## src/rtl/dlbf_coeffs_pkg.sv

```systemverilog
// Shared constants for the beamforming coefficient streamer: status layout,
// default widths and FSM state encodings.
package dlbf_coeffs_pkg;

  localparam int STATUS_DONE_BIT = 31;
  localparam int STATUS_BUSY_BIT = 30;

  localparam int DEF_RD_LAT     = 2;
  localparam int DEF_FIFO_DEPTH = 8;
  localparam int DEF_AW         = 16;
  localparam int DATA_W         = 64;

  typedef logic [1:0] state_t;

  localparam state_t ST_IDLE  = 2'd0;
  localparam state_t ST_RUN   = 2'd1;
  localparam state_t ST_DRAIN = 2'd2;
  localparam state_t ST_DONE  = 2'd3;

  function automatic logic [31:0] pack_status(input logic done, input logic busy,
                                              input logic [15:0] iter_cnt);
    logic [31:0] s;
    s = '0;
    s[STATUS_DONE_BIT] = done;
    s[STATUS_BUSY_BIT] = busy;
    s[15:0]            = iter_cnt;
    return s;
  endfunction

endpackage

```

## src/rtl/dlbf_coeffs_strm_if.sv

```systemverilog
// AXI4-Stream link carrying 64-bit coefficient words towards the AIE PLIO.
interface dlbf_coeffs_strm_if;
  import dlbf_coeffs_pkg::*;

  logic [DATA_W-1:0] tdata;
  logic              tvalid;
  logic              tready;
  logic              tlast;

  modport master (output tdata, output tvalid, output tlast, input tready);
  modport slave  (input tdata, input tvalid, input tlast, output tready);

endinterface

```

## src/rtl/dlbf_coeffs_fifo.sv

```systemverilog
// Synchronous FIFO with occupancy count; the head word is presented
// combinationally so the stream side can read it without a bubble.
module dlbf_coeffs_fifo #(
  parameter int WIDTH = 65,
  parameter int DEPTH = 8
) (
  input  logic                     clk,
  input  logic                     rst_n,
  input  logic                     wr_en,
  input  logic [WIDTH-1:0]         wr_data,
  input  logic                     rd_en,
  output logic [WIDTH-1:0]         rd_data,
  output logic                     empty,
  output logic [$clog2(DEPTH):0]   count
);

  localparam int PW = $clog2(DEPTH);

  logic [WIDTH-1:0] mem [DEPTH];
  logic [PW-1:0]    wr_ptr;
  logic [PW-1:0]    rd_ptr;
  logic             full;
  logic             do_wr;
  logic             do_rd;

  assign empty = (count == '0);
  assign full  = (count == (PW+1)'(DEPTH));
  assign do_wr = wr_en && !full;
  assign do_rd = rd_en && !empty;

  always_ff @(posedge clk or negedge rst_n) begin
    if (!rst_n) begin
      wr_ptr <= '0;
      rd_ptr <= '0;
      count  <= '0;
    end else begin
      if (do_wr) wr_ptr <= wr_ptr + 1'b1;
      if (do_rd) rd_ptr <= rd_ptr + 1'b1;
      case ({do_wr, do_rd})
        2'b10:   count <= count + 1'b1;
        2'b01:   count <= count - 1'b1;
        default: count <= count;
      endcase
    end
  end

  // Storage is deliberately left unreset; the consumer masks the head while empty.
  always_ff @(posedge clk) begin
    if (do_wr) mem[wr_ptr] <= wr_data;
  end

  assign rd_data = mem[rd_ptr];

endmodule

```

## src/rtl/dlbf_coeffs_strm.sv

```systemverilog
// Streams one block of BRAM coefficients N times over AXI4-Stream and exposes
// busy/done/iteration status for the CSR read path.
//
// state | meaning
// IDLE  | waiting for ctrl_start, config latched on start
// RUN   | issuing BRAM reads, gated by FIFO credit
// DRAIN | no new reads, waiting for pipe and FIFO to empty
// DONE  | one cycle, sets sticky done
module dlbf_coeffs_strm
  import dlbf_coeffs_pkg::*;
#(
  parameter int RD_LAT     = DEF_RD_LAT,
  parameter int FIFO_DEPTH = DEF_FIFO_DEPTH,
  parameter int AW         = DEF_AW
) (
  input  logic                aclk,
  input  logic                aresetn,
  input  logic                ctrl_start,
  input  logic                ctrl_stop,
  input  logic [AW-1:0]       cfg_base,
  input  logic [15:0]         cfg_block_words,
  input  logic [31:0]         cfg_num_iter,
  output logic                enb,
  output logic [AW-1:0]       addrb,
  input  logic [DATA_W-1:0]   doutb,
  dlbf_coeffs_strm_if.master  m_axis,
  output logic [31:0]         status
);

  localparam int CW = $clog2(FIFO_DEPTH) + 1;
  localparam int SW = CW + 2;

  state_t            state;
  logic [AW-1:0]     base_q;
  logic [15:0]       bw_q;
  logic [31:0]       niter_q;
  logic [15:0]       idx;
  logic [31:0]       issued_iter;
  logic              stop_pending;
  logic              busy_q;
  logic              done_q;
  logic [15:0]       iter_cnt;

  logic [RD_LAT-1:0] pv;
  logic [RD_LAT-1:0] pl;
  logic [SW-1:0]     inflight;

  logic [CW-1:0]     fifo_count;
  logic              fifo_empty;
  logic [DATA_W:0]   fifo_head;

  logic              issue;
  logic              at_last;
  logic              last_iter;
  logic              pop;

  always_comb begin
    inflight = '0;
    for (int i = 0; i < RD_LAT; i++) inflight = inflight + SW'(pv[i]);
  end

  assign at_last   = (idx == bw_q - 16'd1);
  assign last_iter = (niter_q != '0) && (issued_iter + 32'd1 == niter_q);

  // Credit counts words already in the FIFO plus reads still in the BRAM pipe,
  // so every issued read is guaranteed a slot. A pending stop holds off the
  // next block once idx is back at the boundary.
  assign issue = (state == ST_RUN) && !(stop_pending && idx == '0) &&
                 ((SW'(fifo_count) + inflight) < SW'(FIFO_DEPTH));

  assign enb   = issue;
  assign addrb = base_q + AW'(idx);

  always_ff @(posedge aclk or negedge aresetn) begin
    if (!aresetn) begin
      state        <= ST_IDLE;
      base_q       <= '0;
      bw_q         <= '0;
      niter_q      <= '0;
      idx          <= '0;
      issued_iter  <= '0;
      stop_pending <= 1'b0;
      busy_q       <= 1'b0;
      done_q       <= 1'b0;
    end else begin
      case (state)
        ST_IDLE: begin
          if (ctrl_start) begin
            base_q       <= cfg_base;
            bw_q         <= cfg_block_words;
            niter_q      <= cfg_num_iter;
            idx          <= '0;
            issued_iter  <= '0;
            stop_pending <= 1'b0;
            done_q       <= 1'b0;
            if (cfg_block_words == '0) begin
              state <= ST_DONE;
            end else begin
              state  <= ST_RUN;
              busy_q <= 1'b1;
            end
          end
        end
        ST_RUN: begin
          if (ctrl_stop) stop_pending <= 1'b1;
          if (issue) begin
            if (at_last) begin
              idx         <= '0;
              issued_iter <= issued_iter + 32'd1;
              if (last_iter) state <= ST_DRAIN;
            end else begin
              idx <= idx + 16'd1;
            end
          end else if (stop_pending && idx == '0) begin
            state <= ST_DRAIN;
          end
        end
        ST_DRAIN: begin
          if (inflight == '0 && fifo_empty) begin
            state  <= ST_DONE;
            busy_q <= 1'b0;
          end
        end
        default: begin
          done_q <= 1'b1;
          state  <= ST_IDLE;
        end
      endcase
    end
  end

  always_ff @(posedge aclk or negedge aresetn) begin
    if (!aresetn) begin
      pv <= '0;
      pl <= '0;
    end else begin
      pv[0] <= issue;
      pl[0] <= issue && at_last;
      for (int i = 1; i < RD_LAT; i++) begin
        pv[i] <= pv[i-1];
        pl[i] <= pl[i-1];
      end
    end
  end

  dlbf_coeffs_fifo #(
    .WIDTH (DATA_W + 1),
    .DEPTH (FIFO_DEPTH)
  ) u_fifo (
    .clk     (aclk),
    .rst_n   (aresetn),
    .wr_en   (pv[RD_LAT-1]),
    .wr_data ({pl[RD_LAT-1], doutb}),
    .rd_en   (pop),
    .rd_data (fifo_head),
    .empty   (fifo_empty),
    .count   (fifo_count)
  );

  assign m_axis.tvalid = !fifo_empty;
  assign m_axis.tdata  = fifo_empty ? '0 : fifo_head[DATA_W-1:0];
  assign m_axis.tlast  = !fifo_empty && fifo_head[DATA_W];
  assign pop           = m_axis.tvalid && m_axis.tready;

  always_ff @(posedge aclk or negedge aresetn) begin
    if (!aresetn) begin
      iter_cnt <= '0;
    end else if (state == ST_IDLE && ctrl_start) begin
      iter_cnt <= '0;
    end else if (pop && m_axis.tlast && iter_cnt != 16'hFFFF) begin
      iter_cnt <= iter_cnt + 16'd1;
    end
  end

  assign status = pack_status(done_q, busy_q, iter_cnt);

endmodule

```

## src/flat_wrapper.sv

```systemverilog
// flat-port wrapper written by rule: the top's interface ports become plain ports
module dlbf_coeffs_strm_flat import dlbf_coeffs_pkg::*;
#(
  parameter int RD_LAT     = DEF_RD_LAT,
  parameter int FIFO_DEPTH = DEF_FIFO_DEPTH,
  parameter int AW         = DEF_AW
)
  (aclk, aresetn, ctrl_start, ctrl_stop, cfg_base, cfg_block_words, cfg_num_iter, enb, addrb, doutb, status, m_axis_tdata, m_axis_tvalid, m_axis_tlast, m_axis_tready);
  dlbf_coeffs_strm_if m_axis_i ();
  input  logic aclk;
  input  logic aresetn;
  input  logic ctrl_start;
  input  logic ctrl_stop;
  input  logic [AW-1:0] cfg_base;
  input  logic [15:0] cfg_block_words;
  input  logic [31:0] cfg_num_iter;
  output logic enb;
  output logic [AW-1:0] addrb;
  input  logic [DATA_W-1:0] doutb;
  output logic [31:0] status;
  output wire logic [$bits(m_axis_i.tdata)-1:0] m_axis_tdata;
  output wire logic [$bits(m_axis_i.tvalid)-1:0] m_axis_tvalid;
  output wire logic [$bits(m_axis_i.tlast)-1:0] m_axis_tlast;
  input wire logic [$bits(m_axis_i.tready)-1:0] m_axis_tready;
  assign m_axis_tdata = m_axis_i.tdata;
  assign m_axis_tvalid = m_axis_i.tvalid;
  assign m_axis_tlast = m_axis_i.tlast;
  assign m_axis_i.tready = m_axis_tready;
  dlbf_coeffs_strm #(.RD_LAT(RD_LAT), .FIFO_DEPTH(FIFO_DEPTH), .AW(AW)) u_core (.aclk(aclk), .aresetn(aresetn), .ctrl_start(ctrl_start), .ctrl_stop(ctrl_stop), .cfg_base(cfg_base), .cfg_block_words(cfg_block_words), .cfg_num_iter(cfg_num_iter), .enb(enb), .addrb(addrb), .doutb(doutb), .m_axis(m_axis_i), .status(status));
endmodule
```

## config.mk

```make
export PLATFORM = sky130hd
export DESIGN_NAME = dlbf_coeffs_strm_flat
export DESIGN_NICKNAME = d
export VERILOG_FILES = /design/src/rtl/dlbf_coeffs_pkg.sv /design/src/rtl/dlbf_coeffs_strm_if.sv /design/src/rtl/dlbf_coeffs_fifo.sv /design/src/rtl/dlbf_coeffs_strm.sv /design/src/flat_wrapper.sv
export SDC_FILE = /design/constraint.sdc
export NUM_CORES = 1
export LEC_CHECK = 0
export ABC_CLOCK_PERIOD_IN_PS = 10690
export BUFFER_PORTS_ARGS = -buffer_cell sky130_fd_sc_hd__buf_2
export CAP_MARGIN = 0
export CORE_ASPECT_RATIO = 1.5
export CORE_MARGIN = 4
export CORE_UTILIZATION = 62
export CTS_BUF_LIST = sky130_fd_sc_hd__clkbuf_2
export CTS_CLUSTER_SIZE = 25
export DETAILED_ROUTE_END_ITERATION = 6
export PLACE_DENSITY = 0.82
export SLEW_MARGIN = 20
export SYNTH_ARGS = -nofsm -noshare
export SYNTH_HDL_FRONTEND = slang
export SYNTH_SLANG_ARGS = --single-unit
export TNS_END_PERCENT = 50
```

## constraint.sdc

```tcl
create_clock -name aclk -period 10.69 [get_ports aclk]
set_input_delay 2.138 -clock aclk [delete_from_list [all_inputs] [get_ports aclk]]
set_output_delay 2.138 -clock aclk [all_outputs]
set_load 0.02 [all_outputs]
```

# ---- Word-level counts from Yosys, hierarchy flattened
# Memories as Yosys holds them, arrays and structs flattened.
# Cells that the tools add are included.
# W data, S select, Z words.
dict set report totals {
  ff_bits 147
  mem_bits_rw 520
  in_bits 133
  out_inout_bits 115
  word_cells 110
  mem_count 1
}
dict set report classes {
  add_sub_neg 11
  order_cmp 1
  n_eq_ne 17
  n_mux 30
  bitwise 1
  reduce_logical 34
}
# name words word_bits rd rd_ports_with_merged_regs write_ports line_no
set mem_list {}
lappend mem_list {u_core.u_fifo.mem 8 65 1 0 1 dlbf_coeffs_fifo.sv:19} ;# logic [WIDTH-1:0] mem [DEPTH];
# cell n
set ops {}
lappend ops {{$mux W32} 3}
lappend ops {{$mux W16} 5}
lappend ops {{$mux W64} 1}
lappend ops {{$pmux W32 S2} 1}
lappend ops {{$add A16 B1 Y16 const B} 2}
lappend ops {{$add A32 B1 Y32 const B} 1}
lappend ops {{$eq A32 B32 Y1} 1}
lappend ops {{$logic_not A16 Y1} 2}
lappend ops {{$pmux W16 S2} 1}
lappend ops {{$reduce_bool A32 Y1} 1}
lappend ops {{$add A16 B16 Y16} 1}
lappend ops {{$eq A16 B16 Y1} 1}
lappend ops {{$ne A16 B16 Y1 const B} 1}
lappend ops {{$sub A16 B1 Y16 const B} 1}
lappend ops {{$mux W2} 7}
lappend ops {{$logic_and A1 B1 Y1} 13}
lappend ops {{$pmux W4 S2} 1}
lappend ops {{$reduce_and A4 Y1} 2}
lappend ops {{$reduce_bool A2 Y1} 4}
lappend ops {{$mux W1} 7}
lappend ops {{$add A3 B1 Y3 const B} 2}
lappend ops {{$add A4 B6 Y6} 1}
lappend ops {{$logic_not A6 Y1} 1}
lappend ops {{$lt A6 B4 Y1 const B} 1}
lappend ops {{20 further kinds} 33}

# ---- Depth between registers and ports, before layout
dict set report depth {
  word_depth 7
  ltp_mapped 11
  mapped_depth_nobuf 11
}

# ---- Modules after synthesis
# From an unflattened synthesis, not the netlist that was laid out.
dict set report hier_totals {
  cells_unflattened 1779
  area_unflattened_um2 29161.7
}
# mod instances cells_each area_per_inst_um2 seq_area_each_um2
set modules_own_cells {}
lappend modules_own_cells {dlbf_coeffs_fifo 1 818 20140.6 15865.2}
lappend modules_own_cells {dlbf_coeffs_strm 1 961 9021.2 3428.3}

# ---- Worst setup path before layout
# OpenSTA, ideal clock, no wires.
dict set report synth_timing {
  kind {register -> register}
  start {register u_core.u_fifo.count[0]}
  end {memory u_core.u_fifo.mem[0][0], enable pin}
  setup_ns 0.648
  arrival_time_ns 7.101
  t_required_ns 10.042
  path_slack_ns 2.941
  stages_incl_launch_ff 5
  n_path_buf 0
  synth_period_minus_slack_ns 7.749
  cell_sequence {dfrtp_1 -> nor3_1 -> a21oi_1 -> inv_1 -> nor4_1}
}
dict set report synth_via {
  elab_chain_cells 5
}
# element line_no
set synth_lines {}
lappend synth_lines {{start, declared} dlbf_coeffs_fifo.sv:14} ;# output logic [$clog2(DEPTH):0] count
lappend synth_lines {{start signal, assigned} dlbf_coeffs_fifo.sv:40} ;# 2'b10: count <= count + 1'b1;
lappend synth_lines {{start signal, assigned} dlbf_coeffs_fifo.sv:41} ;# 2'b01: count <= count - 1'b1;
lappend synth_lines {{start signal, assigned} dlbf_coeffs_fifo.sv:42} ;# default: count <= count;
lappend synth_lines {{$eq A4 B4 Y1} dlbf_coeffs_fifo.sv:27} ;# assign full = (count == (PW+1)'(DEPTH));
lappend synth_lines {{$logic_not A1 Y1} dlbf_coeffs_fifo.sv:28} ;# assign do_wr = wr_en && !full;
lappend synth_lines {{$logic_and A1 B1 Y1} dlbf_coeffs_fifo.sv:28}
lappend synth_lines {{$mux W1} dlbf_coeffs_fifo.sv:49} ;# if (do_wr) mem[wr_ptr] <= wr_data;
lappend synth_lines {{$mux W1 (not written as such)} dlbf_coeffs_fifo.sv:49}
lappend synth_lines {{end, declared} dlbf_coeffs_fifo.sv:19}
# Every way passes these cells.

# ---- Final worst setup path
dict set report layout_timing {
  start {register u_core.u_fifo.rd_ptr[0]}
  end {output m_axis_tdata[17]}
}
dict set report layout_via {
  elab_chain_cells 2
}
# element line_no
set layout_lines {}
lappend layout_lines {{start, declared} dlbf_coeffs_fifo.sv:21} ;# logic [PW-1:0] rd_ptr;
lappend layout_lines {{start signal, assigned} dlbf_coeffs_fifo.sv:38} ;# if (do_rd) rd_ptr <= rd_ptr + 1'b1;
lappend layout_lines {{$mem_v2 Z8 W65} n/a}
lappend layout_lines {{$mux W64} dlbf_coeffs_strm.sv:161} ;# assign m_axis.tdata = fifo_empty ? '0 : fifo_head[DATA_W-1:0];
lappend layout_lines {{end, declared} flat_wrapper.sv:21} ;# output wire logic [$bits(m_axis_i.tdata)-1:0] m_axis_tdata;
# Every way passes these cells.

==> results.toml <==
[placement]
gp_congestion = 0.940
portBuffers = 233
hpwl_um = 40200

[timing]
hold_slack_ns = 0.369
fmax_ghz = 0.157
tns_ns = 0
tightest_slew_ns = 1.10
fin_crit_sh_pct = 59.4
fin_worst_skew_ns = 0.0743
slew_violations = 0
final_hold_viol_count = 0
period_minus_slack_ns = 6.35
rsz0062_at_grt = "no"
slew_headroom_pct = 26.0
setup_viol = 0

[critical_path]
reg2reg_from = "u_core.issued_iter[6]"
worstSetupStartpoint = "u_core.u_fifo.rd_ptr[0]"
crit_type = "flip-flop to output pin"
cp_num_buf_inv = 2
max_stage_delay_ns = 1.07
end_kind = "output pin"
crit_chain = "buf_4 -> mux4_2 -> mux2i_1 -> nor2_1 -> buf_2"
critPathMaxFanout = 48
cpMaxStageDelayCell = "dfrtp_4"
path_delay_family = "flip-flops"
start_kind = "flip-flop"
arrival_ns = 4.21
cp.required_ns = 8.55

[drt]
drcViolationCount = 0
drt_iter0_drc = 1347
wire_per_inst_um = 22.0
vias = 17900
finalWirelength_um = 65600
ant_nets = 0
viasPerCell = 6.00
firstDrtPassIters = 6

[finish]
area_growth_pct = 10.9
fill_cells = 3178
seq_area_um2 = 19300
fin_util_pct = 69.3
multiInputGateArea_um2 = 9280
drive_above_1_share_pct = 28.2
finalNetCount = 2432

[die]
ios = 248
die_y_um = 273
die_x_um = 185
dieArea_um2 = 50600
coreArea_um2 = 46600
start_util_pct = 62.5
num_rows = 97

[synth]
async_flop_share_pct = 22.0
yosys.area_share.simple_pct = 9.69
synth_top_area_share_pct = 53.6
synth_area_leader_cell = "edfxtp_1"
synth_cells = 1953
synthMuxAreaShare_pct = 12.7
ys_top_cells_by_area = "edfxtp_1 (54%), dfrtp_1 (13%), mux4_2 (10%), nand2_1 (3.2%), mux2i_1 (2.5%)"
yosysWarnings = 0
ys_ff_latch = 667
synth_area_um2 = 29100
synthAdderAreaFrac_pct = 1.51
synth_compound_area_share_pct = 4.42
synth-xor-area-share_pct = 3.13
synth-seq-area-share_pct = 66.3
postSynthAreaPerCell_um2 = 14.9
ys.flop_type = "edfxtp_1"
synth_top_family_by_area = "multiplexers"
synth-edff-count = 520
yosysUniqueCellTypes = 79

[cts]
clockBufferDepth = 3
cts_tree = "done"
hold_buffers = 0
post-cts-setup-buffer-count = 0
htreeDepth = 4
cts.repair.resized = 0
cts.sinks = 667
cts_buffers = 150
worstSkewPairLatency_ns = 1.21
clk_pin_slew_ns = 0.11
cts-root-buf = "clkbuf_2"

[job]
drv_cap = 0

[min_path]
min_from = "u_core.pl[0]"
hold_path.class = "flip-flop to flip-flop"

[grt]
grt_antenna_before_repair = 9
grt_pass1_wl_um = 102000
globalRouteOverflowTotal = 0
grt_max_degree = 98
track_usage_pct = 26.3
grt_pass1_vias = 18800

[status]
status = "finished clean"

[power]
power.density_nw_per_um2 = 244
vdd_drop_max_v = 0.000195
design_power_total_mw = 7.87
leakagePower_nw = 12.6
## synth_stat cells, types with 5 or more instances
master / instances
a211oi_1: 6
a21o_1: 28
a21oi_1: 51
a31oi_1: 7
and2_1: 8
and3_1: 19
and4_1: 7
buf_1: 24
buf_2: 10
buf_4: 18
clkbuf_1: 60
dfrtp_1: 147
edfxtp_1: 520
ha_1: 32
inv_1: 41
mux2i_1: 74
mux4_2: 130
nand2_1: 245
nand2b_1: 15
nand3_1: 34
nand4_1: 27
nor2_1: 115
nor2b_1: 6
nor3_1: 29
nor4_1: 21
o21ai_0: 46
o21ai_1: 5
or2_2: 14
or3_1: 16
or4_1: 9
xnor2_1: 62
xor2_1: 42
## final cells by class
| type | count | share of cell area [%] |
|---|---|---|
| sequential | 667 | 59.8 |
| clock buffer | 202 | 3.13 |
| tap | 594 | 2.30 |
| multi-input combinational | 1145 | 28.7 |
| inverter | 42 | 0.488 |
| antenna | 4 | 0.0310 |
| clock inverter | 70 | 1.32 |
| timing repair buffer | 259 | 4.23 |
## power by group
part	switching (mW)	leakage, nW	internal, mW
Clock	0.993	1.07	0.629
Combinational	1.61	4.90	1.18
Sequential	0.371	6.61	3.10
## routing by layer
metal / global-route usage [%] / share of wire, % / vias to the layer above
li1: - / - / 8085
met1: 30.7 / 36 / 8940
met2: 46.6 / 54 / 700
met3: 5.93 / 6.5 / 160
met4: 11.5 / 3.5 / 8
met5: 0 / 0.11 / -
## metrics by stage
stage / std cells / setup WS (ns) / instance area (µm²)
floorplan: 1966 / 2.94 / 29200
global placement: 2707 / 5.47 / 30900
detailed placement: 2707 / 5.43 / 30900
CTS: 2979 / 4.10 / 32300
global route: 2982 / 3.86 / 32300
finish: 2983 / 4.34 / 32300
## worst paths after layout
| path | to | cells past startpoint | slack [ns] |
|---|---|---|---|
| worst min register to register | u_core.pl[1] | 0 | 0.37 |
| min in group asynchronous | u_core.base_q[9] | 1 | 1.05 |
| max in group asynchronous | u_core.niter_q[29] | 2 | 8.36 |
| worst min-delay path | u_core.pl[1] | 0 | 0.37 |
| worst max register to register | u_core.state[1] | 8 | 6.85 |
| worst max-delay path | m_axis_tdata[17] | 5 | 4.34 |
## flip-flops by register name, indices dropped and copies added, names as in the netlist, 2 cells and up
signal                cells
u_core.iter_cnt          16
u_core.pl                 2
u_core.state              2
u_core.niter_q           32
u_core.bw_q              16
u_core.pv                 2
u_core.u_fifo.wr_ptr      3
u_core.idx               16
u_core.issued_iter       32
u_core.u_fifo.count       4
u_core.u_fifo.mem       520
u_core.u_fifo.rd_ptr      3
u_core.base_q            16
## cells in the final DEF (no fill, tap or decap), types with 25 or more instances in the layout
cell / netlist / layout
nor2_1: 115 / 112
xnor2_1: 62 / 62
edfxtp_1: 520 / 520
ha_1: 32 / 32
a21oi_1: 51 / 51
mux2i_1: 74 / 74
nand3_1: 34 / 34
nor3_1: 29 / 25
o21ai_0: 46 / 46
mux4_2: 130 / 130
xor2_1: 42 / 42
nand4_1: 27 / 27
clkbuf_2: 0 / 202
dfrtp_1: 147 / 144
nand2_1: 245 / 244
buf_4: 18 / 26
a21o_1: 28 / 28
clkinv_1: 1 / 39
buf_2: 10 / 232
inv_1: 41 / 41
## cells by family (layout without fill, tap and decap cells)
group                      Yosys count  count (layout)
DFF                                667             667
other                                1              18
AOI/OAI and AO/OA                  198             198
muxes                              207             207
buffers and inverters              154             573
xor gates and xnor gates           104             104
and+or+nand+nor                    588             588
adders and majority gates           34              34
Power figures use the tool's default switching activity.
